<file path="src/rtl/ifetch_pkg.sv">
// Shared types and constants for the instruction-fetch responder.
package ifetch_pkg;
  localparam int ADDR_W_DEF = 14;
  localparam int DEPTH_DEF  = 4;
  localparam logic [31:0] NOP_INST = 32'h00000013;

  typedef struct packed {
    logic [31:0] pc;
    logic [31:0] inst;
    logic        err;
  } entry_t;
endpackage

</file>
<file path="src/rtl/ifetch_fifo.sv">
// DEPTH-entry synchronous FIFO of fetch entries with push/pop/clear and count.
module ifetch_fifo
  import ifetch_pkg::*;
#(
  parameter int DEPTH = DEPTH_DEF,
  localparam int PW = $clog2(DEPTH),
  localparam int CW = PW + 1
) (
  input  logic          clk,
  input  logic          rst,
  input  logic          clear,
  input  logic          push,
  input  logic          pop,
  input  entry_t        din,
  output logic [CW-1:0] count,
  output entry_t        head
);
  entry_t        mem [DEPTH];
  logic [PW-1:0] hptr, tptr;

  // Pointers wrap naturally because DEPTH is a power of two.
  always_ff @(posedge clk) begin
    if (!rst || clear) begin
      hptr  <= '0;
      tptr  <= '0;
      count <= '0;
    end else begin
      if (push) tptr <= tptr + 1'b1;
      if (pop)  hptr <= hptr + 1'b1;
      count <= count + CW'(push) - CW'(pop);
    end
  end

  always_ff @(posedge clk) begin
    if (rst && !clear && push) mem[tptr] <= din;
  end

  assign head = mem[hptr];
endmodule

</file>
<file path="src/rtl/ifetch_resp.sv">
// Instruction-fetch responder: request handshake, 1-cycle RAM port, credit-limited
// response buffer. Define IFETCH_MISALIGN_CHK_EN to flag misaligned PCs as NOP/err.
module ifetch_resp
  import ifetch_pkg::*;
#(
  parameter int ADDR_W = ADDR_W_DEF,
  parameter int DEPTH  = DEPTH_DEF
) (
  input  logic              clk,
  input  logic              rst,
  input  logic              req_valid,
  output logic              req_ready,
  input  logic [31:0]       req_pc,
  input  logic              flush,
  output logic              mem_en,
  output logic [ADDR_W-1:0] mem_a,
  input  logic [31:0]       mem_rdata,
  output logic              rsp_valid,
  input  logic              rsp_ready,
  output logic [31:0]       rsp_inst,
  output logic [31:0]       rsp_pc,
  output logic              rsp_err
);
  localparam int CW = $clog2(DEPTH) + 1;

  logic          inf_vld, inf_err;
  logic [31:0]   inf_pc;
  logic [CW-1:0] count;
  logic          accept, mis, push, pop;
  entry_t        din, head;

`ifdef IFETCH_MISALIGN_CHK_EN
  assign mis = (req_pc[1:0] != 2'b00);
`else
  assign mis = 1'b0;
`endif

  // Credits cover both buffered entries and the one still in the RAM stage.
  assign req_ready = !rst || (!flush && ((CW+1)'(count) + (CW+1)'(inf_vld) < (CW+1)'(DEPTH)));
  assign accept    = rst && req_valid && req_ready;
  assign mem_en    = accept && !mis;
  assign mem_a     = req_pc[ADDR_W+1:2];

  always_ff @(posedge clk) begin
    if (!rst || flush) inf_vld <= 1'b0;
    else               inf_vld <= accept;
    if (accept) begin
      inf_pc  <= req_pc;
      inf_err <= mis;
    end
  end

  assign push = inf_vld && !flush;
  assign pop  = rsp_valid && rsp_ready;
  assign din  = '{pc: inf_pc, inst: (inf_err ? NOP_INST : mem_rdata), err: inf_err};

  ifetch_fifo #(.DEPTH(DEPTH)) u_fifo (
    .clk   (clk),
    .rst   (rst),
    .clear (flush),
    .push  (push),
    .pop   (pop),
    .din   (din),
    .count (count),
    .head  (head)
  );

  // Head fields are masked so an empty buffer always presents zeros.
  assign rsp_valid = (count != '0);
  assign rsp_inst  = rsp_valid ? head.inst : '0;
  assign rsp_pc    = rsp_valid ? head.pc   : '0;
  assign rsp_err   = rsp_valid && head.err;
endmodule

</file>
<file path="config.mk">
export PLATFORM = sky130hd
export DESIGN_NAME = ifetch_resp
export DESIGN_NICKNAME = d
export VERILOG_FILES = /design/src/rtl/ifetch_pkg.sv /design/src/rtl/ifetch_fifo.sv /design/src/rtl/ifetch_resp.sv
export SDC_FILE = /design/constraint.sdc
export NUM_CORES = 1
export LEC_CHECK = 0
export ABC_AREA = 1
export BUFFER_PORTS_ARGS = -buffer_cell sky130_fd_sc_hd__buf_2
export CORE_MARGIN = 1.5
export CORE_UTILIZATION = 57
export DETAILED_ROUTE_END_ITERATION = 6
export HOLD_SLACK_MARGIN = 0.1
export PLACE_DENSITY = 0.79
export SLEW_MARGIN = 30
export SYNTH_ARGS = -nofsm -noshare
export SYNTH_HDL_FRONTEND = slang
export SYNTH_SLANG_ARGS = --single-unit
</file>
<file path="constraint.sdc">
create_clock -name clk -period 5.2 [get_ports clk]
set_input_delay 0.26 -clock clk [delete_from_list [all_inputs] [get_ports clk]]
set_output_delay 0.26 -clock clk [all_outputs]
set_load 0.03 [all_outputs]
</file>
==> flow_metrics.tcl, run 1 <==
set metrics [dict create \
    syn-num-nets 955 \
    tns_ns 0 \
    num_io_pins 151 \
    crit_type "reg -> out" \
    r2r_start "inf_vld" \
    insertion_delay_ns 0.53 \
    timing.rr.end "u_fifo.mem[3][63]" \
    setup_viol 0 \
    min_to "inf_pc[16]" \
    drtIter0Drc 535 \
    port_buffers 149 \
    cts_tree "done" \
    ant_nets 0 \
    p_int_mw 4.09 \
    p_total_mw 5.05 \
    crit_path_end_kind "primary output" \
    busiest_layer "met2" \
    ir_drop_uv 363 \
    status "completed" \
    fp-row-count 51 \
    drc 0 \
    rsz0062_at_grt "false" \
    utilization_pct 71.8 \
    grt_pass1_vias 7117 \
    drv_slew 0 \
    netlist_instances 878 \
    path_max_fanout 80 \
    p_clk_share_pct 42.9 \
    grt_util_all_layers_pct 22.6 \
    final_common_cell "edfxtp_1" \
    netlist_area_um2 11500 \
    clock_skew_ns 0.00866 \
    htree_levels 1 \
    fin_cells 1367 \
    firstDrtPassIters 6 \
    hold-path-cell-count 2 \
    cp-start-kind "flip-flop" \
    power.net_switching_mw 0.968 \
    hold_viol_final 0 \
    antenna_cells 0 \
    die_h_um 145 \
    areaGrowthSynthToFinish_pct 22.4 \
    gr-usage-met1_pct 29.2 \
    ys_ff_latch 298 \
    worst_slew_pin_slew_ns 0.972 \
    fin_nets 1157 \
    core_um2 19700 \
    cp.required_ns 4.94 \
    synth.avg_cell_area_um2 13.1 \
    grt-ovfl-total 0 \
    cts_setup_buffers 0 \
    ff2ff_path_depth 6 \
    p_leak_nw 5.18 \
    grt_max_degree 81 \
    post-route-min-period_ns 3.51 \
    seqPwrFrac_pct 52.5 \
    placed_cells 1243 \
    yosysWarnings 0 \
    drt-total-wl_mm 24.1 \
    antenna_found_initial 0 \
    power_density_nw_per_um2 358 \
    comb_power_share_pct 4.6 \
    globalplace.congestion 0.752 \
    vias 7229 \
    die_x_um 145 \
    maxCapViolCount 0 \
    p_sw_share_pct 19.1 \
    wl_per_cell_um 17.7 \
    cts_buffers 28 \
    hold_start "req_pc[16]" \
    r2r_slack_ns 2.61 \
    cts-root-buf "clkbuf_16" \
    cts_buffer_depth 3 \
    cts.sinks 298 \
    grt_pass1_wl_mm 37.2 \
    worst_hold_slack_ns 0.441 \
    synth_seq_area_share_pct 76.7 \
    final_cell_mix "edfxtp_1, nor2_1, buf_2" \
    drive_above_1_share_pct 19.4 \
    arrival_ns 3.25 \
    synth_cell_types 19 \
    hp-class "in -> reg" \
    grtUsageMet3_pct 3.27 \
    cts_hold_buffers 71 \
    grtUsageMet2_pct 40.0 \
    cts_resized 0 \
    dp_hpwl_mm 12.7 \
    start_util_pct 58.7 \
    drt-vias-per-instance 5.29 \
    cts.clk_slew.worst_paths_ns 0.06 \
    fmax_mhz 285 \
    dieArea_um2 21100 \
    min_period_over_period_pct 67.5 \
    relSlewSlack_pct 35.2 \
]
## power by group through the flow
stage	combinational (mW)	sequential (mW)	clock [mW]
final	0.232	2.65	2.17
after global routing	0.249	2.65	2.31
after CTS	0.229	2.65	2.21
after detailed placement	0.188	2.70	0
after global placement	0.184	2.70	0
after floorplan	0.118	2.70	0
## stage by stage
step | setup WS (ns) | instance area, µm²
3_3_place_gp | 2.41 | 12300
4_1_cts | 1.68 | 14100
3_5_place_dp | 2.26 | 12400
5_1_grt | 1.44 | 14100
2_1_floorplan | 1.37 | 11500
6_report | 1.69 | 14100
## Yosys cell counts
cell | number | area (µm²)
dfxtp_1 | 10 | 200
nand3_1 | 4 | 20.0
buf_2 | 12 | 60.1
nor2_1 | 274 | 1030
fa_1 | 1 | 20.0
clkbuf_1 | 16 | 60.1
xnor2_1 | 1 | 8.76
ha_1 | 7 | 87.6
a21oi_1 | 66 | 330
buf_1 | 3 | 11.3
inv_1 | 17 | 63.8
inv_2 | 3 | 11.3
o21ai_1 | 10 | 50.1
buf_4 | 20 | 150
conb_1 | 1 | 3.75
o21ai_0 | 120 | 601
buf_6 | 11 | 124
nand2_1 | 14 | 52.6
edfxtp_1 | 288 | 8650
## layout make-up
| type | instances | area [µm²] |
|---|---|---|
| timing repair buffer | 234 | 1600 |
| fill | 1250 | 5540 |
| clock inverter | 19 | 267 |
| clock buffer | 33 | 741 |
| multi-input combinational | 498 | 2240 |
| sequential | 298 | 8850 |
| tap | 265 | 332 |
| inverter | 20 | 76.3 |
## cells by family after synthesis
group | after synthesis | share of synthesized area, %
AO/OA/AOI/OAI | 196 | 8.51
XOR/XNOR | 1 | 0.0760
adder cells (fa/ha/maj) | 8 | 0.933
buffers and inverters | 82 | 4.17
flip-flops | 298 | 76.7
other | 1 | 0.0325
AND/OR/NAND/NOR | 292 | 9.55
## critical path: stages (launching register included)
cell	delay (ns)
dfxtp_4	0.75
clkinv_2	0.64
buf_4	0.53
o21ai_0	0.33
a21oi_1	0.13
buf_2	0.23
## per-layer routing
metal	wire [µm]	up-vias	part of all wire, %
li1	-	3495	-
met1	9640	3421	40
met2	12400	278	52
met3	1560	35	6.4
met4	496	0	2.1
met5	0	-	0
## state kept, by name (all words and copies together), names as in the netlist, named ones only
name,count
inf_vld,1
u_fifo.count,3
inf_pc,32
u_fifo.tptr,2
u_fifo.mem,256
u_fifo.hptr,2
## worst max path at each step
stage | startpoint | endpoint | slack [ns]
after global routing | flip-flop | rsp_pc[4] | 1.44
after global placement | flip-flop | rsp_inst[19] | 2.41
after detailed placement | flip-flop | rsp_inst[1] | 2.26
after floorplan | inf_vld | u_fifo.mem[0][0] | 1.37
after CTS | flip-flop | rsp_inst[1] | 1.68
final | flip-flop | rsp_inst[1] | 1.69
Note: power is estimated with default switching activity, not from simulation.
==> run 2: changes to the inputs <==
==> constraint.sdc (replaced) <==
create_clock -name clk -period 3.6 [get_ports clk]
set_input_delay 0.18 -clock clk [delete_from_list [all_inputs] [get_ports clk]]
set_output_delay 0.18 -clock clk [all_outputs]
set_load 0.03 [all_outputs]
==> flow_metrics.tcl, run 2 (synthesized netlist as in run 1, its figures left out) <==
set metrics [dict create \
    drt-vias-per-instance 5.43 \
    antenna_cells 0 \
    hp-class "in -> reg" \
    drt-total-wl_mm 24.2 \
    ant_nets 0 \
    die_x_um 145 \
    vias 7416 \
    fmax_mhz 343 \
    start_util_pct 58.7 \
    power_density_nw_per_um2 510 \
    drc 1 \
    grt_pass1_wl_mm 37.3 \
    htree_levels 1 \
    insertion_delay_ns 0.54 \
    min_period_over_period_pct 80.9 \
    areaGrowthSynthToFinish_pct 21.6 \
    hold_start "req_pc[22]" \
    maxCapViolCount 0 \
    grt_max_degree 91 \
    fill_cells 1275 \
    cts-root-buf "clkbuf_16" \
    status "finished, violations left" \
    cts_buffers 29 \
    ff2ff_path_depth 5 \
    final_common_cell "edfxtp_1" \
    largestRegisters "u_fifo.mem x256, inf_pc x32, u_fifo.count x3" \
    drtIter0Drc 650 \
    crit_type "reg -> out" \
    min_to "inf_pc[22]" \
    ir_drop_uv 550 \
    worst_slew_pin_slew_ns 0.948 \
    antenna_found_initial 0 \
    die_h_um 145 \
    cp.required_ns 3.42 \
    placed_cells 1243 \
    crit_path_end_kind "primary output" \
    grt_pass1_vias 7317 \
    num_io_pins 151 \
    drv_slew 0 \
    fp-row-count 51 \
    dp_hpwl_mm 12.8 \
    cts_setup_buffers 0 \
    fin_cells 1365 \
    r2r_slack_ns 1.37 \
    p_leak_nw 5.14 \
    hold_viol_final 0 \
    r2r_start "inf_vld" \
    firstDrtPassIters 7 \
    cts_resized 0 \
    clock_skew_ns 0.0285 \
    fin_nets 1156 \
    grt-ovfl-total 0 \
    relSlewSlack_pct 36.8 \
    cp-start-kind "flip-flop" \
    grt_util_all_layers_pct 22.5 \
    top_register "u_fifo.mem" \
    cts_tree "done" \
    hold-path-cell-count 2 \
    dieArea_um2 21100 \
    drive_above_1_share_pct 19.5 \
    arrival_ns 2.73 \
    rsz0062_at_grt "false" \
    globalplace.congestion 0.784 \
    largest_register_ffs 256 \
    setup_viol 0 \
    final_cell_mix "edfxtp_1, nor2_1, buf_2" \
    core_um2 19700 \
    path_max_fanout 48 \
    cts.sinks 298 \
    cts_buffer_depth 3 \
    port_buffers 149 \
    timing.rr.end "u_fifo.mem[0][25]" \
    cts.clk_slew.worst_paths_ns 0.06 \
    violations "DRC" \
    wl_per_cell_um 17.7 \
    post-route-min-period_ns 2.91 \
    worst_hold_slack_ns 0.356 \
]
==> run 2: per-layer routing <==
layer | GRT usage, % | wire [µm]
met1 | 28.6 | 9730
met4 | 8.52 | 699
met2 | 39.2 | 12200
met5 | 0 | 0
met3 | 3.40 | 1610
==> run 2: final cells by class <==
type	instances	area [µm²]	share of cell area [%]
timing repair buffer	232	1580	11.3
inverter	20	77.6	0.553
tap	265	332	2.37
clock inverter	18	191	1.37
clock buffer	34	744	5.31
multi-input combinational	498	2240	16.0
sequential	298	8850	63.2
==> run 2: timing repair <==
action	in CTS	in global routing
setup endpoints to repair	0	0
hold endpoints to repair	169	0
hold buffers	70	0
==> run 2: power breakdown <==
group	switching, mW	total (mW)	internal, mW	leakage [nW]
Sequential	0.0167	3.83	3.81	2.68
Combinational	0.214	0.339	0.125	2.00
Clock	1.22	2.98	1.76	0.462
==> run 2: critical path: stages, from the launching register on <==
cell and delay (ns):
dfxtp_2 0.33, clkinv_2 0.60, buf_4 0.48, nor2_1 0.12
o21ai_0 0.10, a21oi_1 0.30, buf_2 0.26
==> run 2: worst max-delay path by stage <==
stage,end,cells after the start
after floorplan,u_fifo.mem[0][0],4
after global placement,u_fifo.mem[0][25],5
after detailed placement,rsp_inst[5],6
after CTS,rsp_pc[28],6
after global routing,rsp_pc[21],6
final,rsp_pc[21],6
==> run 2: stage by stage <==
step	power (mW)	util [%]	setup slack (ns)	setup TNS (ns)	instance area [µm²]
global placement	4.18	63.0	1.43	0	12400
CTS	7.17	71.3	0.812	0	14000
detailed placement	4.18	63.0	1.40	0	12400
finish	7.15	71.3	0.689	0	14000
global route	7.35	71.3	0.531	0	14000
floorplan	4.07	-	-0.233	-59.62	11500
==> run 3: changes to the inputs <==
--- a/config.mk
+++ b/config.mk
@@ -5,7 +5,7 @@
 export SDC_FILE = /design/constraint.sdc
 export NUM_CORES = 1
 export LEC_CHECK = 0
-export ABC_AREA = 1
+export ABC_AREA = 0
 export BUFFER_PORTS_ARGS = -buffer_cell sky130_fd_sc_hd__buf_2
 export CORE_MARGIN = 1.5
 export CORE_UTILIZATION = 57
==> constraint.sdc (replaced) <==
create_clock -name clk -period 2.9 [get_ports clk]
set_input_delay 0.145 -clock clk [delete_from_list [all_inputs] [get_ports clk]]
set_output_delay 0.145 -clock clk [all_outputs]
set_load 0.03 [all_outputs]
==> flow_metrics.tcl, run 3 <==
set metrics [dict create \
    status "completed" \
    final_common_cell "edfxtp_1" \
    insertion_delay_ns 0.53 \
    rsz0062_at_grt "false" \
    top_register "u_fifo.mem" \
    hold_viol_final 0 \
    dp_slack_ns 0.752 \
    drv_slew 0 \
    cp_cell_sequence "ha_1, o211a_1, o32a_1, nor3_4, buf_4, buf_2" \
    antenna_found_initial 0 \
    grt_pass1_vias 6060 \
    yosysMostFrequentCell "edfxtp_1" \
    r2r_slack_ns 0.74 \
    power_density_nw_per_um2 618 \
    syn-num-nets 586 \
    cts_buffer_depth 3 \
    ff2ff_path_depth 9 \
    clock_skew_ns 0.0118 \
    layout_setup_ws_ns 0.254 \
    grt-ovfl-total 0 \
    final_cell_mix "edfxtp_1, buf_2, dlygate4sd3_1" \
    cts.clk_slew.worst_paths_ns 0.06 \
    synth_seq_area_share_pct 78.0 \
    antenna_cells 0 \
    relSlewSlack_pct 52.6 \
    arrival_ns 2.50 \
    async_flop_share_pct 0 \
    synth_commonest_cells "edfxtp_1, and2_1, mux4_2, buf_4, dfxtp_1" \
    drt-total-wl_mm 20.7 \
    min_period_over_period_pct 91.3 \
    globalplace.congestion 0.747 \
    p_total_mw 8.55 \
    start_util_pct 58.3 \
    ir_drop_uv 576 \
    netlist_area_um2 11300 \
    ant_nets 0 \
    synth_top_area_cell "edfxtp_1" \
    worst_slew_pin_slew_ns 0.712 \
    grtUsageMet3_pct 3.74 \
    cts-root-buf "clkbuf_16" \
    gr-usage-met1_pct 26.4 \
    wl_per_cell_um 20.3 \
    fill_cells 1195 \
    port_buffers 149 \
    multi_input_comb_area_um2 2190 \
    synthDominantCellAreaShare_pct 76.3 \
    ys_top_cells_by_area "edfxtp_1, mux4_2, and2_1" \
    cpPeakStageDelay_ns 0.39 \
    hp-class "in -> reg" \
    cp_slowest_cell "dfxtp_1" \
    tns_ns 0 \
    post-route-min-period_ns 2.65 \
    cp.required_ns 2.76 \
    synth-edff-count 288 \
    fin_cells 1018 \
    firstDrtPassIters 4 \
    drive_above_1_share_pct 35.1 \
    fmax_mhz 378 \
    netlist_instances 509 \
    die_h_um 144 \
    largest_register_ffs 256 \
    grt_util_all_layers_pct 20.7 \
    drc 0 \
    drt-vias-per-instance 5.48 \
    grt_max_degree 66 \
    hold-path-cell-count 4 \
    r2r_start "u_fifo.count[1]" \
    cts_tree "done" \
    die_x_um 144 \
    busiest_layer "met2" \
    synthFlopType "edfxtp_1" \
    maxCapViolCount 0 \
    largestRegisters "u_fifo.mem x256, inf_pc x32, u_fifo.count x3" \
    synth_cell_types 30 \
    num_io_pins 151 \
    setup_viol 0 \
    yosysWarnings 0 \
    crit_type "reg -> out" \
    cp-start-kind "flip-flop" \
    grt_pass1_wl_mm 32.2 \
    utilization_pct 71.1 \
    crit_path_end_kind "primary output" \
    vias 5580 \
    path_max_fanout 23 \
    path_delay_family "buffers and inverters" \
    grtUsageMet2_pct 37.1 \
    timing.rr.end "u_fifo.count[2]" \
    dieArea_um2 20700 \
    fin_nets 810 \
    cts_buffers 29 \
    drtIter0Drc 316 \
    cp_num_buf_inv 2 \
    cts.sinks 298 \
    hold_start "req_valid" \
    p_leak_nw 4.85 \
    dp_hpwl_mm 11.6 \
    fp-row-count 51 \
    synth.avg_cell_area_um2 22.3 \
    areaGrowthSynthToFinish_pct 22.0 \
    htree_levels 1 \
    ys_ff_latch 298 \
    seqCellArea_um2 8860 \
    placed_cells 898 \
    min_to "inf_pc[22]" \
    core_um2 19500 \
]
==> run 3: changes by cell type after synthesis, moves of 11 or more <==
cell     before  now
mux4_2        0   60
nand2_1      14    3
and2_1        0   65
a21oi_1      66    0
inv_1        17    6
nor2_1      274    7
o21ai_0     120    1
==> run 3: what timing repair did <==
action                                 in CTS  in global routing
gates resized for setup                     0                  0
endpoints found under the hold margin     168                  0
hold buffers                               69                  0
setup buffers                               0                  0
==> run 3: how the worst max path moves through the flow <==
| stage | startpoint | end | slack [ns] | cells past startpoint |
|---|---|---|---|---|
| after floorplan | u_fifo.tptr[0] | u_fifo.mem[2][0] | 0.39 | 3 |
| after global placement | u_fifo.count[1] | rsp_pc[31] | 0.80 | 3 |
| after detailed placement | u_fifo.count[1] | u_fifo.count[2] | 0.75 | 9 |
| after CTS | flip-flop | rsp_pc[18] | 0.24 | 4 |
| after global routing | u_fifo.count[1] | mem_en | 0.16 | 6 |
| final | u_fifo.count[1] | mem_en | 0.25 | 6 |
==> run 3: routing by layer <==
metal	vias to the layer above	share of wire (%)
li1	2477	-
met1	2905	41
met2	174	52
met3	24	5.5
met4	0	1.2
met5	-	0
==> run 3: cell families after synthesis <==
family | after synthesis | synth area share (%)
xor+xnor | 4 | 0.309
flops | 298 | 78.0
compound gates | 5 | 0.364
mux | 65 | 12.9
other cells | 1 | 0.0331
fa+ha+maj | 8 | 0.949
simple gates | 85 | 4.45
buf+inv | 43 | 2.94
==> run 3: worst register-to-register path: stages, from the launching register on <==
cell     delay, ns
dfxtp_1       0.39
o31ai_1       0.41
inv_1         0.09
ha_1          0.27
inv_1         0.06
ha_1          0.13
inv_1         0.05
fa_1          0.38
xnor2_1       0.21
nor2_1        0.07
==> run 3: final cells by class <==
| type | instances | share of cell area [%] |
|---|---|---|
| clock inverter | 11 | 0.534 |
| tap | 265 | 2.40 |
| inverter | 6 | 0.163 |
| sequential | 298 | 64.0 |
| multi-input combinational | 168 | 15.9 |
| timing repair buffer | 230 | 11.5 |
| clock buffer | 40 | 5.54 |
==> run 3: metrics by stage <==
stage / area, µm² / hold WS, ns
after global routing: 13800 / 0.268
after floorplan: 11400 / 0.224
after CTS: 13800 / 0.237
after global placement: 12300 / 0.323
after detailed placement: 12300 / 0.323
final: 13800 / 0.276
==> run 3: report_power, final <==
group          internal, mW  leakage (nW)  total (mW)  switching [mW]
registers              4.73          2.68        4.76          0.0227
clock network          1.92         0.412        3.35            1.43
logic                 0.189          1.75       0.447           0.258
